## src/rtl/psum_align_ctrl_if.sv

```systemverilog
// Bus between the partial-sum alignment controller and its surroundings:
// tile control, downstream handshake and the per-column FIFO bank hooks.
interface psum_align_ctrl_if #(
    parameter int COL   = 8,
    parameter int ROW_W = 8
);
    logic             start;
    logic [ROW_W-1:0] num_rows;
    logic             out_ready;
    logic             fifo_isempty;
    logic             fifo_isfull;
    logic             fifo_en;
    logic [COL-1:0]   fifo_write_en;
    logic             fifo_read_en;
    logic             out_valid;
    logic             busy;
    logic             done;
    logic             overflow_err;

    modport master (
        output start, num_rows, out_ready, fifo_isempty, fifo_isfull,
        input  fifo_en, fifo_write_en, fifo_read_en, out_valid, busy, done, overflow_err
    );

    modport slave (
        input  start, num_rows, out_ready, fifo_isempty, fifo_isfull,
        output fifo_en, fifo_write_en, fifo_read_en, out_valid, busy, done, overflow_err
    );
endinterface

```

## src/rtl/psum_align_ctrl.sv

```systemverilog
// Skewed write / aligned read sequencer for the systolic-array psum FIFO bank.
// Optional: PSUM_CTRL_BACKPRESSURE_EN makes reads honor out_ready. Requires COL >= 2.
module psum_align_ctrl #(
    parameter int COL   = 8,
    parameter int LAT   = 4,
    parameter int ROW_W = 8,
    parameter int DEPTH = COL
) (
    input  logic               clk,
    input  logic               rstn,
    psum_align_ctrl_if.slave   bus
);

    localparam int RR_W = $clog2(DEPTH + 1);
    localparam int LC_W = (LAT > 1) ? $clog2(LAT) : 1;
    localparam logic [COL-1:0]  TAIL_ONLY = {1'b1, {(COL-1){1'b0}}};
    localparam logic [RR_W-1:0] RR_MAX    = RR_W'(DEPTH);
    localparam logic [LC_W-1:0] LAT_LAST  = LC_W'((LAT > 1) ? (LAT - 2) : 0);

    typedef enum logic [2:0] {
        IDLE     = 3'd0,
        WAIT_LAT = 3'd1,
        STREAM   = 3'd2,
        DRAIN    = 3'd3,
        DONE     = 3'd4
    } state_t;

    state_t           state_r;
    logic [ROW_W-1:0] num_rows_r;
    logic [ROW_W-1:0] wr_cnt_r;
    logic [ROW_W-1:0] rd_cnt_r;
    logic [LC_W-1:0]  lat_cnt_r;
    logic [COL-1:0]   skew_r;
    logic [RR_W-1:0]  rows_ready_r;
    logic             busy_r;
    logic             done_r;
    logic             out_valid_r;
    logic             overflow_r;

    logic             ready_s;
    logic             accept_s;
    logic             wr_issue_s;
    logic             rd_en_s;
    logic             row_inc_s;
    logic             stream_end_s;
    logic             drain_end_s;
    logic             overflow_hit_s;
    logic [ROW_W-1:0] rd_cnt_next_s;
    logic             unused_s;

`ifdef PSUM_CTRL_BACKPRESSURE_EN
    assign ready_s  = bus.out_ready;
    assign unused_s = bus.fifo_isempty;
`else
    assign ready_s  = 1'b1;
    assign unused_s = bus.fifo_isempty ^ bus.out_ready;
`endif

    assign accept_s       = (state_r == IDLE) && bus.start;
    assign row_inc_s      = skew_r[COL-1];
    assign rd_en_s        = ready_s && (rows_ready_r != {RR_W{1'b0}}) &&
                            ((state_r == STREAM) || (state_r == DRAIN));
    assign rd_cnt_next_s  = rd_cnt_r + {{(ROW_W-1){1'b0}}, rd_en_s};
    assign stream_end_s   = (wr_cnt_r == num_rows_r) && (skew_r == TAIL_ONLY);
    assign overflow_hit_s = (|skew_r) && bus.fifo_isfull;
    // After an overflow the lost rows never arrive, so an empty bank also ends the drain.
    assign drain_end_s    = (rd_cnt_next_s == num_rows_r) ||
                            (overflow_r && (rows_ready_r == {{(RR_W-1){1'b0}}, rd_en_s}));

    // Decide whether lane 0 writes a row in the next cycle.
    always_comb begin
        wr_issue_s = 1'b0;
        case (state_r)
            IDLE:     wr_issue_s = bus.start && (bus.num_rows != {ROW_W{1'b0}}) && (LAT == 1);
            WAIT_LAT: wr_issue_s = (lat_cnt_r == LAT_LAST);
            STREAM:   wr_issue_s = (wr_cnt_r != num_rows_r);
            default:  wr_issue_s = 1'b0;
        endcase
    end

    // Tile sequencer with registered busy/done.
    always_ff @(posedge clk or negedge rstn) begin
        if (!rstn) begin
            state_r    <= IDLE;
            num_rows_r <= {ROW_W{1'b0}};
            wr_cnt_r   <= {ROW_W{1'b0}};
            lat_cnt_r  <= {LC_W{1'b0}};
            busy_r     <= 1'b0;
            done_r     <= 1'b0;
        end else begin
            done_r <= 1'b0;
            case (state_r)
                IDLE: begin
                    if (bus.start) begin
                        num_rows_r <= bus.num_rows;
                        lat_cnt_r  <= {LC_W{1'b0}};
                        wr_cnt_r   <= {{(ROW_W-1){1'b0}}, wr_issue_s};
                        busy_r     <= 1'b1;
                        if (bus.num_rows == {ROW_W{1'b0}}) begin
                            state_r <= DONE;
                            done_r  <= 1'b1;
                        end else if (LAT == 1) begin
                            state_r <= STREAM;
                        end else begin
                            state_r <= WAIT_LAT;
                        end
                    end else begin
                        busy_r <= 1'b0;
                    end
                end
                WAIT_LAT: begin
                    if (wr_issue_s) begin
                        state_r  <= STREAM;
                        wr_cnt_r <= {{(ROW_W-1){1'b0}}, 1'b1};
                    end else begin
                        lat_cnt_r <= lat_cnt_r + {{(LC_W-1){1'b0}}, 1'b1};
                    end
                end
                STREAM: begin
                    wr_cnt_r <= wr_cnt_r + {{(ROW_W-1){1'b0}}, wr_issue_s};
                    if (stream_end_s) begin
                        state_r <= DRAIN;
                    end else begin
                        state_r <= STREAM;
                    end
                end
                DRAIN: begin
                    if (drain_end_s) begin
                        state_r <= DONE;
                        done_r  <= 1'b1;
                    end else begin
                        state_r <= DRAIN;
                    end
                end
                DONE: begin
                    state_r <= IDLE;
                    busy_r  <= 1'b0;
                end
                default: begin
                    state_r <= IDLE;
                    busy_r  <= 1'b0;
                end
            endcase
        end
    end

    // Lane i write enable is lane 0 delayed i cycles, matching the array wavefront.
    always_ff @(posedge clk or negedge rstn) begin
        if (!rstn) begin
            skew_r <= {COL{1'b0}};
        end else begin
            skew_r <= {skew_r[COL-2:0], wr_issue_s};
        end
    end

    // Count of complete rows sitting in the bank; saturates at DEPTH.
    always_ff @(posedge clk or negedge rstn) begin
        if (!rstn) begin
            rows_ready_r <= {RR_W{1'b0}};
        end else if (accept_s) begin
            rows_ready_r <= {RR_W{1'b0}};
        end else if (row_inc_s && !rd_en_s && (rows_ready_r != RR_MAX)) begin
            rows_ready_r <= rows_ready_r + {{(RR_W-1){1'b0}}, 1'b1};
        end else if (!row_inc_s && rd_en_s) begin
            rows_ready_r <= rows_ready_r - {{(RR_W-1){1'b0}}, 1'b1};
        end else begin
            rows_ready_r <= rows_ready_r;
        end
    end

    // Read count, read-data valid and sticky overflow flag.
    always_ff @(posedge clk or negedge rstn) begin
        if (!rstn) begin
            rd_cnt_r    <= {ROW_W{1'b0}};
            out_valid_r <= 1'b0;
            overflow_r  <= 1'b0;
        end else begin
            out_valid_r <= rd_en_s;
            if (accept_s) begin
                rd_cnt_r   <= {ROW_W{1'b0}};
                overflow_r <= 1'b0;
            end else begin
                rd_cnt_r   <= rd_cnt_next_s;
                overflow_r <= overflow_r | overflow_hit_s;
            end
        end
    end

    assign bus.fifo_en       = busy_r;
    assign bus.fifo_write_en = skew_r;
    assign bus.fifo_read_en  = rd_en_s;
    assign bus.out_valid     = out_valid_r;
    assign bus.busy          = busy_r;
    assign bus.done          = done_r;
    assign bus.overflow_err  = overflow_r;

endmodule

```

## src/flat_wrapper.sv

```systemverilog
// flat-port wrapper written by rule: the top's interface ports become plain ports
module psum_align_ctrl_flat 
#(
    parameter int COL   = 8,
    parameter int LAT   = 4,
    parameter int ROW_W = 8,
    parameter int DEPTH = COL
)
  (clk, rstn, bus_start, bus_num_rows, bus_out_ready, bus_fifo_isempty, bus_fifo_isfull, bus_fifo_en, bus_fifo_write_en, bus_fifo_read_en, bus_out_valid, bus_busy, bus_done, bus_overflow_err);
  psum_align_ctrl_if #(.COL(COL), .ROW_W(ROW_W)) bus_i ();
  input  logic clk;
  input  logic rstn;
  input wire logic [$bits(bus_i.start)-1:0] bus_start;
  input wire logic [$bits(bus_i.num_rows)-1:0] bus_num_rows;
  input wire logic [$bits(bus_i.out_ready)-1:0] bus_out_ready;
  input wire logic [$bits(bus_i.fifo_isempty)-1:0] bus_fifo_isempty;
  input wire logic [$bits(bus_i.fifo_isfull)-1:0] bus_fifo_isfull;
  output wire logic [$bits(bus_i.fifo_en)-1:0] bus_fifo_en;
  output wire logic [$bits(bus_i.fifo_write_en)-1:0] bus_fifo_write_en;
  output wire logic [$bits(bus_i.fifo_read_en)-1:0] bus_fifo_read_en;
  output wire logic [$bits(bus_i.out_valid)-1:0] bus_out_valid;
  output wire logic [$bits(bus_i.busy)-1:0] bus_busy;
  output wire logic [$bits(bus_i.done)-1:0] bus_done;
  output wire logic [$bits(bus_i.overflow_err)-1:0] bus_overflow_err;
  assign bus_i.start = bus_start;
  assign bus_i.num_rows = bus_num_rows;
  assign bus_i.out_ready = bus_out_ready;
  assign bus_i.fifo_isempty = bus_fifo_isempty;
  assign bus_i.fifo_isfull = bus_fifo_isfull;
  assign bus_fifo_en = bus_i.fifo_en;
  assign bus_fifo_write_en = bus_i.fifo_write_en;
  assign bus_fifo_read_en = bus_i.fifo_read_en;
  assign bus_out_valid = bus_i.out_valid;
  assign bus_busy = bus_i.busy;
  assign bus_done = bus_i.done;
  assign bus_overflow_err = bus_i.overflow_err;
  psum_align_ctrl #(.COL(COL), .LAT(LAT), .ROW_W(ROW_W), .DEPTH(DEPTH)) u_core (.clk(clk), .rstn(rstn), .bus(bus_i));
endmodule
```

## config.mk

```make
export PLATFORM = sky130hd
export DESIGN_NAME = psum_align_ctrl_flat
export DESIGN_NICKNAME = d
export VERILOG_FILES = /design/src/rtl/psum_align_ctrl_if.sv /design/src/rtl/psum_align_ctrl.sv /design/src/flat_wrapper.sv
export SDC_FILE = /design/constraint.sdc
export NUM_CORES = 1
export LEC_CHECK = 0
export CORE_MARGIN = 3
export CORE_UTILIZATION = 59
export DETAILED_ROUTE_END_ITERATION = 16
export PLACE_DENSITY = 0.84
export SLEW_MARGIN = 30
export SYNTH_ARGS = -nofsm -noshare
export SYNTH_HDL_FRONTEND = slang
export SYNTH_SLANG_ARGS = --single-unit
```

## constraint.sdc

```tcl
create_clock -name clk -period 6.33 [get_ports clk]
set_clock_uncertainty 0.05 [all_clocks]
set_input_delay 0.633 -clock clk [delete_from_list [all_inputs] [get_ports clk]]
set_output_delay 0.633 -clock clk [all_outputs]
set_load 0.03 [all_outputs]
```

==> results of run 1 <==
## final timing paths
path / start / endpoint / slack [ns] / cells after the start
min: rstn / u_core.bus.fifo_write_en[3]$_DFF_PN0_ / 0.21 / 1
max reg2reg: u_core.rows_ready_r[0]$_DFFE_PN0P_ / u_core.bus.done$_DFF_PN0_ / 3.22 / 10
max: u_core.rows_ready_r[0]$_DFFE_PN0P_ / u_core.bus.done$_DFF_PN0_ / 3.22 / 10
max in group asynchronous: rstn / u_core.rd_cnt_r[1]$_DFF_PN0_ / 5.53 / 2
min in group clk: u_core.bus.fifo_write_en[6]$_DFF_PN0_ / u_core.bus.fifo_write_en[7]$_DFF_PN0_ / 0.36 / 0
min reg2reg: u_core.bus.fifo_write_en[6]$_DFF_PN0_ / u_core.bus.fifo_write_en[7]$_DFF_PN0_ / 0.36 / 0
## state kept, by name, summed over array words and instances, names as in the netlist
register	flops
u_core.bus.busy	1
u_core.bus.done	1
u_core.bus.fifo_write_en	8
u_core.bus.out_valid	1
u_core.bus.overflow_err	1
u_core.lat_cnt_r	2
u_core.num_rows_r	8
u_core.rd_cnt_r	8
u_core.rows_ready_r	4
u_core.state_r	3
u_core.wr_cnt_r	8
## cell type report
class	instances	area, sq um	area share [%]
clock buffer	7	86.3	3.20
timing repair buffer	27	273	10.1
tap	48	60.1	2.23
inverter	5	18.8	0.697
multi-input combinational	157	1130	41.9
sequential	45	1130	41.8
## worst max-delay path, stage by stage (launching register included)
cell and delay [ns]:
dfrtp_1 0.46, o41ai_1 0.50, inv_1 0.15, ha_1 0.28, ha_1 0.28, or3b_2 0.22, o21ai_0 0.09, a2111oi_2 0.38
nand4_1 0.22, o21ai_2 0.23, a32o_2 0.19
## layer usage
metal  global-route usage, %  vias to the layer above  wire length, um
li1                        -                      816                -
met1                    27.4                      837             2030
met2                    34.7                       30             2120
met3                    6.40                        4              187
met4                    5.96                        0               32
met5                       0                        -                0
## placed cells by master, fill, tap and decap left out, drive strengths merged, types with 2 or more instances in the layout
cell           synthesis  layout
a21oi                  7       7
xor2                  23      23
a22o                   2       2
xnor2                  5       5
nand4                  7       7
ha                     7       7
and4                   2       2
nand3b                 3       3
nor3                   5       5
or3                    2       2
o2111ai                2       2
a32o                   2       2
mux2                   8       8
or4                    2       2
clkbuf                 1       7
nand3                  7       7
o21ai                  9       9
inv                    5       5
nor2                  26      26
nand2                 13      13
clkdlybuf4s50          0      24
nor4                   3       3
nor2b                  3       3
dfrtp                 45      45
buf                    5       3
## cell usage after synthesis (2+ instances only)
cell type	n	area, sq um
xnor2_1	4	35.0
dfrtp_1	45	1130
mux2_2	8	90.1
a21oi_1	7	35.0
inv_1	5	18.8
or3_1	2	12.5
nand3b_1	3	22.5
xor2_1	23	201
nand2_1	13	48.8
a22o_1	2	17.5
ha_1	7	87.6
nor4_1	3	18.8
or4_1	2	15.0
buf_2	4	20.0
nor2b_1	3	18.8
o21ai_0	8	40.0
nand4_1	7	43.8
a32o_2	2	22.5
nor3_1	5	25.0
nor2_1	26	97.6
nand3_1	7	35.0
## cell families after synthesis
group	count (synthesis)
multiplexers	9
buffers and inverters	11
AO/OA/AOI/OAI	33
flip-flops	45
adder cells (fa/ha/maj)	8
XOR/XNOR	29
AND/OR/NAND/NOR	78
## through the flow
step           setup WS (ns)  area [sq um]  hold slack (ns)  power (uW)  util [%]
3_3_place_gp            3.27          2590            0.336         307      69.6
6_report                3.22          2690            0.205         478      72.5
2_1_floorplan           3.44          2300            0.287         294         -
3_5_place_dp            3.26          2610            0.344         308      70.2
4_1_cts                 3.23          2690            0.210         484      72.5
5_1_grt                 2.95          2690            0.216         496      72.5
## power groups by stage
stage / registers (uW) / logic (uW) / clock network (uW)
finish: 287 / 15.0 / 176
global route: 287 / 16.7 / 193
CTS: 287 / 15.5 / 182
detailed placement: 293 / 15.5 / 0
global placement: 293 / 13.8 / 0
floorplan: 293 / 0.539 / 0
==> impl_metrics.env, run 1 <==
export IMPL_status="finished clean"
export IMPL_setup_violations=0
export IMPL_async_reset_ff_share_pct=100
export IMPL_netlist_area_sq_um=2300
export IMPL_rsz0062_at_grt="no"
export IMPL_yosysSeqAreaShare_pct=48.9
export IMPL_ir_drop_v=0.000104
export IMPL_fin_crit_ns=3.11
export IMPL_n_antenna_cell=0
export IMPL_cts_resized=0
export IMPL_hold_buffers=0
export IMPL_fill_cells=287
export IMPL_p_seq_share_pct=60.0
export IMPL_wl_per_cell_um=15.1
export IMPL_clk_latency_ns=0.30
export IMPL_swShare_pct=20.4
export IMPL_synth_cells=213
export IMPL_dieArea_sq_um=4690
export IMPL_yosys_warnings=0
export IMPL_rows=22
export IMPL_routabilityCongestion=0.865
export IMPL_cp_data_arrival_time_ns=3.30
export IMPL_core_area_sq_um=3720
export IMPL_cts_buffer_depth=2
export IMPL_cts_tree="done"
export IMPL_initial_core_util_pct=61.9
export IMPL_synth_xor_area_share_pct=12.0
export IMPL_place_inst=282
export IMPL_synth_top_family_by_area="simple AND/OR/NAND/NOR gates"
export IMPL_antenna_found_initial=0
export IMPL_fmax_mhz=321
export IMPL_num_vias=1687
export IMPL_cp_end_kind="flip-flop"
export IMPL_synthAdderAreaFrac_pct=4.68
export IMPL_required_ns=6.52
export IMPL_ys_ff_latch=45
export IMPL_syn_num_nets=235
export IMPL_crit_path_max_fanout=6
export IMPL_start_kind="flip-flop"
export IMPL_p_int_uw=381
export IMPL_synth_top_flop_cell="dfrtp_1"
export IMPL_grt_pass1_wl_um=7300
export IMPL_viasPerCell=5.84
export IMPL_fin_tns_setup_ns=0
export IMPL_instances_no_fill=289
export IMPL_ant_nets=0
export IMPL_grt_use_total_pct=21.3
export IMPL_syn_area_per_cell_sq_um=10.8
export IMPL_clkTransAtPathRegs_ns=0.08
export IMPL_grt_overflow_total=0
export IMPL_finalMaxSlewViolations=0
export IMPL_hold_violations=0
export IMPL_drt_first_pass_iters=4
export IMPL_cts_sinks=45
export IMPL_yosysUniqueCellTypes=48
export IMPL_criticalPathCategory="reg -> reg"
export IMPL_synth_edf_count=0
export IMPL_port_buffers=25
export IMPL_cts_root_buf="clkbuf_8"
export IMPL_die_h_um=68.5
export IMPL_drive_above_1_share_pct=11.2
export IMPL_relSlewSlack_pct=65.9
export IMPL_post_cts_buffers=0
export IMPL_drcViolationCount=0
export IMPL_switchingPower_uw=97.5
export IMPL_synthMuxAreaShare_pct=4.35
export IMPL_fin_crit_sh_pct=49.2
export IMPL_p_comb_share_pct=3.1
export IMPL_numCtsBuffers=5
export IMPL_area_growth_syn_to_layout_pct=17.1
export IMPL_power_leakage_uw=0.00119
export IMPL_top_level_ports=28
export IMPL_synth_compound_area_share_pct=10.7
export IMPL_synthSimpleGateAreaFrac_pct=17.2
export IMPL_first_global_vias=1639
export IMPL_drt_iter0_markers=95
export IMPL_cap_viol_max_count=0
export IMPL_hold_class="in -> async"
export IMPL_grt_max_degree=30
export IMPL_clkPwrFrac_pct=36.8
export IMPL_worstMarginPinSlew_ns=0.510
export IMPL_drt_total_wl_um=4370
export IMPL_cellPowerDensity_nw_per_um2=178
export IMPL_dpl_hpwl_um=3230
export IMPL_fp_dieW_um=68.5
export IMPL_ctsHtreeMaxLevel=2
export IMPL_fin_nets=263
No activity file was read; power rests on OpenSTA's default activity.
==> run 2: changes to the inputs <==
--- a/config.mk
+++ b/config.mk
@@ -6,9 +6,9 @@
 export NUM_CORES = 1
 export LEC_CHECK = 0
 export CORE_MARGIN = 3
-export CORE_UTILIZATION = 59
+export CORE_UTILIZATION = 50
 export DETAILED_ROUTE_END_ITERATION = 16
-export PLACE_DENSITY = 0.84
+export PLACE_DENSITY = 0.76
 export SLEW_MARGIN = 30
 export SYNTH_ARGS = -nofsm -noshare
 export SYNTH_HDL_FRONTEND = slang
==> constraint.sdc (replaced) <==
create_clock -name clk -period 2.75 [get_ports clk]
set_clock_uncertainty 0.05 [all_clocks]
set_input_delay 0.275 -clock clk [delete_from_list [all_inputs] [get_ports clk]]
set_output_delay 0.275 -clock clk [all_outputs]
set_load 0.03 [all_outputs]
==> run 2 against run 1 <==
Effect of this change:
- critical path depth did not move
- non-clock buffer count up 8
- wire length up 2.7%
- global-route usage down 3.1 points
- sequential share of layout area shrank 1.7 points
- count of clock-buffer cells in the layout is the same
- die area increased by 16%
- design area increased by 4.2%
- clock power up 150%
- critical endpoint unchanged
- largest cell class unchanged
==> impl_metrics.env, run 2 (synthesis gave the netlist of run 1 again) <==
export IMPL_antenna_found_initial=0
export IMPL_power_uw=1130
export IMPL_fmax_mhz=385
export IMPL_drt_first_pass_iters=4
export IMPL_drive_above_1_share_pct=16.8
export IMPL_ant_nets=0
export IMPL_whs_ns=0.365
export IMPL_dieArea_sq_um=5450
export IMPL_viasPerCell=5.59
export IMPL_crit_path_max_fanout=5
export IMPL_fin_crit_ns=2.60
export IMPL_grt_pass1_wl_um=7560
export IMPL_hold_violations=0
export IMPL_dpl_hpwl_um=3320
export IMPL_cts_sinks=45
export IMPL_criticalPathCategory="reg -> reg"
export IMPL_setup_violations=0
export IMPL_grt_use_total_pct=18.2
export IMPL_die_h_um=73.8
export IMPL_rows=24
export IMPL_initial_core_util_pct=52.5
export IMPL_grt_max_degree=46
export IMPL_ctsHtreeMaxLevel=2
export IMPL_fp_dieW_um=73.8
export IMPL_cp_cell_sequence="o41ai_4 > inv_2 > ha_2 > ha_4 > xnor2_2 > xnor2_1 > a2111oi_2 > nand4_1 > o21ai_2 > a32o_2"
export IMPL_top_level_ports=28
export IMPL_cts_tree="done"
export IMPL_rsz0062_at_grt="no"
export IMPL_slowest_stage="dfrtp_1"
export IMPL_clkTransAtPathRegs_ns=0.08
export IMPL_fin_tns_setup_ns=0
export IMPL_layout_commonest_cell="dfrtp_1"
export IMPL_routabilityCongestion=0.863
export IMPL_slowest_delay_ns=0.42
export IMPL_numCtsBuffers=5
export IMPL_relSlewSlack_pct=63.7
export IMPL_core_area_sq_um=4380
export IMPL_clk_latency_ns=0.29
export IMPL_worstMarginPinSlew_ns=0.545
export IMPL_required_ns=2.93
export IMPL_fin_nets=271
export IMPL_status="finished clean"
export IMPL_fin_crit_sh_pct=94.5
export IMPL_ir_drop_v=0.000277
export IMPL_finalMaxSlewViolations=0
export IMPL_cellPowerDensity_nw_per_um2=402
export IMPL_start_kind="flip-flop"
export IMPL_grt_overflow_total=0
export IMPL_cap_viol_max_count=0
export IMPL_final_cell_mix="dfrtp_1 (45), nor2_1 (26), clkdlybuf4s50_1 (24), xor2_1 (23), nand2_1 (13)"
export IMPL_drcViolationCount=0
export IMPL_post_cts_buffers=0
export IMPL_cp_data_arrival_time_ns=2.78
export IMPL_num_vias=1689
export IMPL_port_buffers=25
export IMPL_first_global_vias=1610
export IMPL_area_growth_syn_to_layout_pct=22.0
export IMPL_drt_total_wl_um=4490
export IMPL_crit_family="compound AO/OA/AOI/OAI gates"
export IMPL_power_leakage_uw=0.00124
export IMPL_cts_buffer_depth=2
export IMPL_hold_class="reg -> reg"
export IMPL_wl_per_cell_um=14.9
export IMPL_drt_iter0_markers=145
export IMPL_n_antenna_cell=0
export IMPL_cp_end_kind="flip-flop"
export IMPL_cp_num_buf_inv=1
export IMPL_cts_root_buf="clkbuf_8"
## run 2: stage by stage
stage	util (%)	area [sq um]	setup WS (ns)	instances
after global placement	60.7	2660	0.118	293
after global routing	64.0	2810	0.00934	302
after detailed placement	60.7	2660	0.0958	293
final	64.0	2810	0.152	302
after floorplan	-	2310	0.0212	213
after CTS	63.0	2760	0.0746	301
## run 2: where the power goes
| group | switching, uW | internal [uW] | leakage (uW) |
|---|---|---|---|
| combinational | 17.0 | 15.0 | 0.000672 |
| sequential | 0.000000000000392 | 661 | 0.000517 |
| clock | 209 | 227 | 0.0000542 |
| total | 226 | 903 | 0.00124 |
## run 2: final cells by class
cell class	instances	area (sq um)
clock buffers	7	96.3
clock inverters	1	5.00
fillers	354	1580
well taps	52	65.1
inverters	5	18.8
flip-flops and latches	45	1130
multi-input cells	157	1170
repair buffers	35	325
## run 2: path summary, 6_finish.rpt
path                                                       start                                     to  slack (ns)  cells after the start
setup / recovery              u_core.rows_ready_r[0]$_DFFE_PN0P_              u_core.bus.done$_DFF_PN0_        0.15                     10
hold / removal             u_core.bus.fifo_write_en[5]$_DFF_PN0_  u_core.bus.fifo_write_en[6]$_DFF_PN0_        0.36                      0
setup reg to reg              u_core.rows_ready_r[0]$_DFFE_PN0P_              u_core.bus.done$_DFF_PN0_        0.15                     10
hold reg to reg            u_core.bus.fifo_write_en[5]$_DFF_PN0_  u_core.bus.fifo_write_en[6]$_DFF_PN0_        0.36                      0
max in group asynchronous                                   rstn       u_core.num_rows_r[2]$_DFFE_PN0P_        1.82                      2
min in group asynchronous                                   rstn  u_core.bus.fifo_write_en[2]$_DFF_PN0_        0.45                      2
## run 2: repair_timing
item                                    4_1_cts  5_1_grt
hold buffers                                  0        1
endpoints found under the setup margin        0        4
hold endpoints to repair                      0       45
gates resized for setup                       0        5
## run 2: per-layer routing
| layer | global-route usage [%] | vias up | share of wire (%) |
|---|---|---|---|
| li1 | - | 835 | - |
| met1 | 24.1 | 816 | 47 |
| met2 | 28.7 | 36 | 48 |
| met3 | 5.47 | 2 | 4.6 |
| met4 | 5.63 | 0 | 0.58 |
| met5 | 0 | - | 0 |
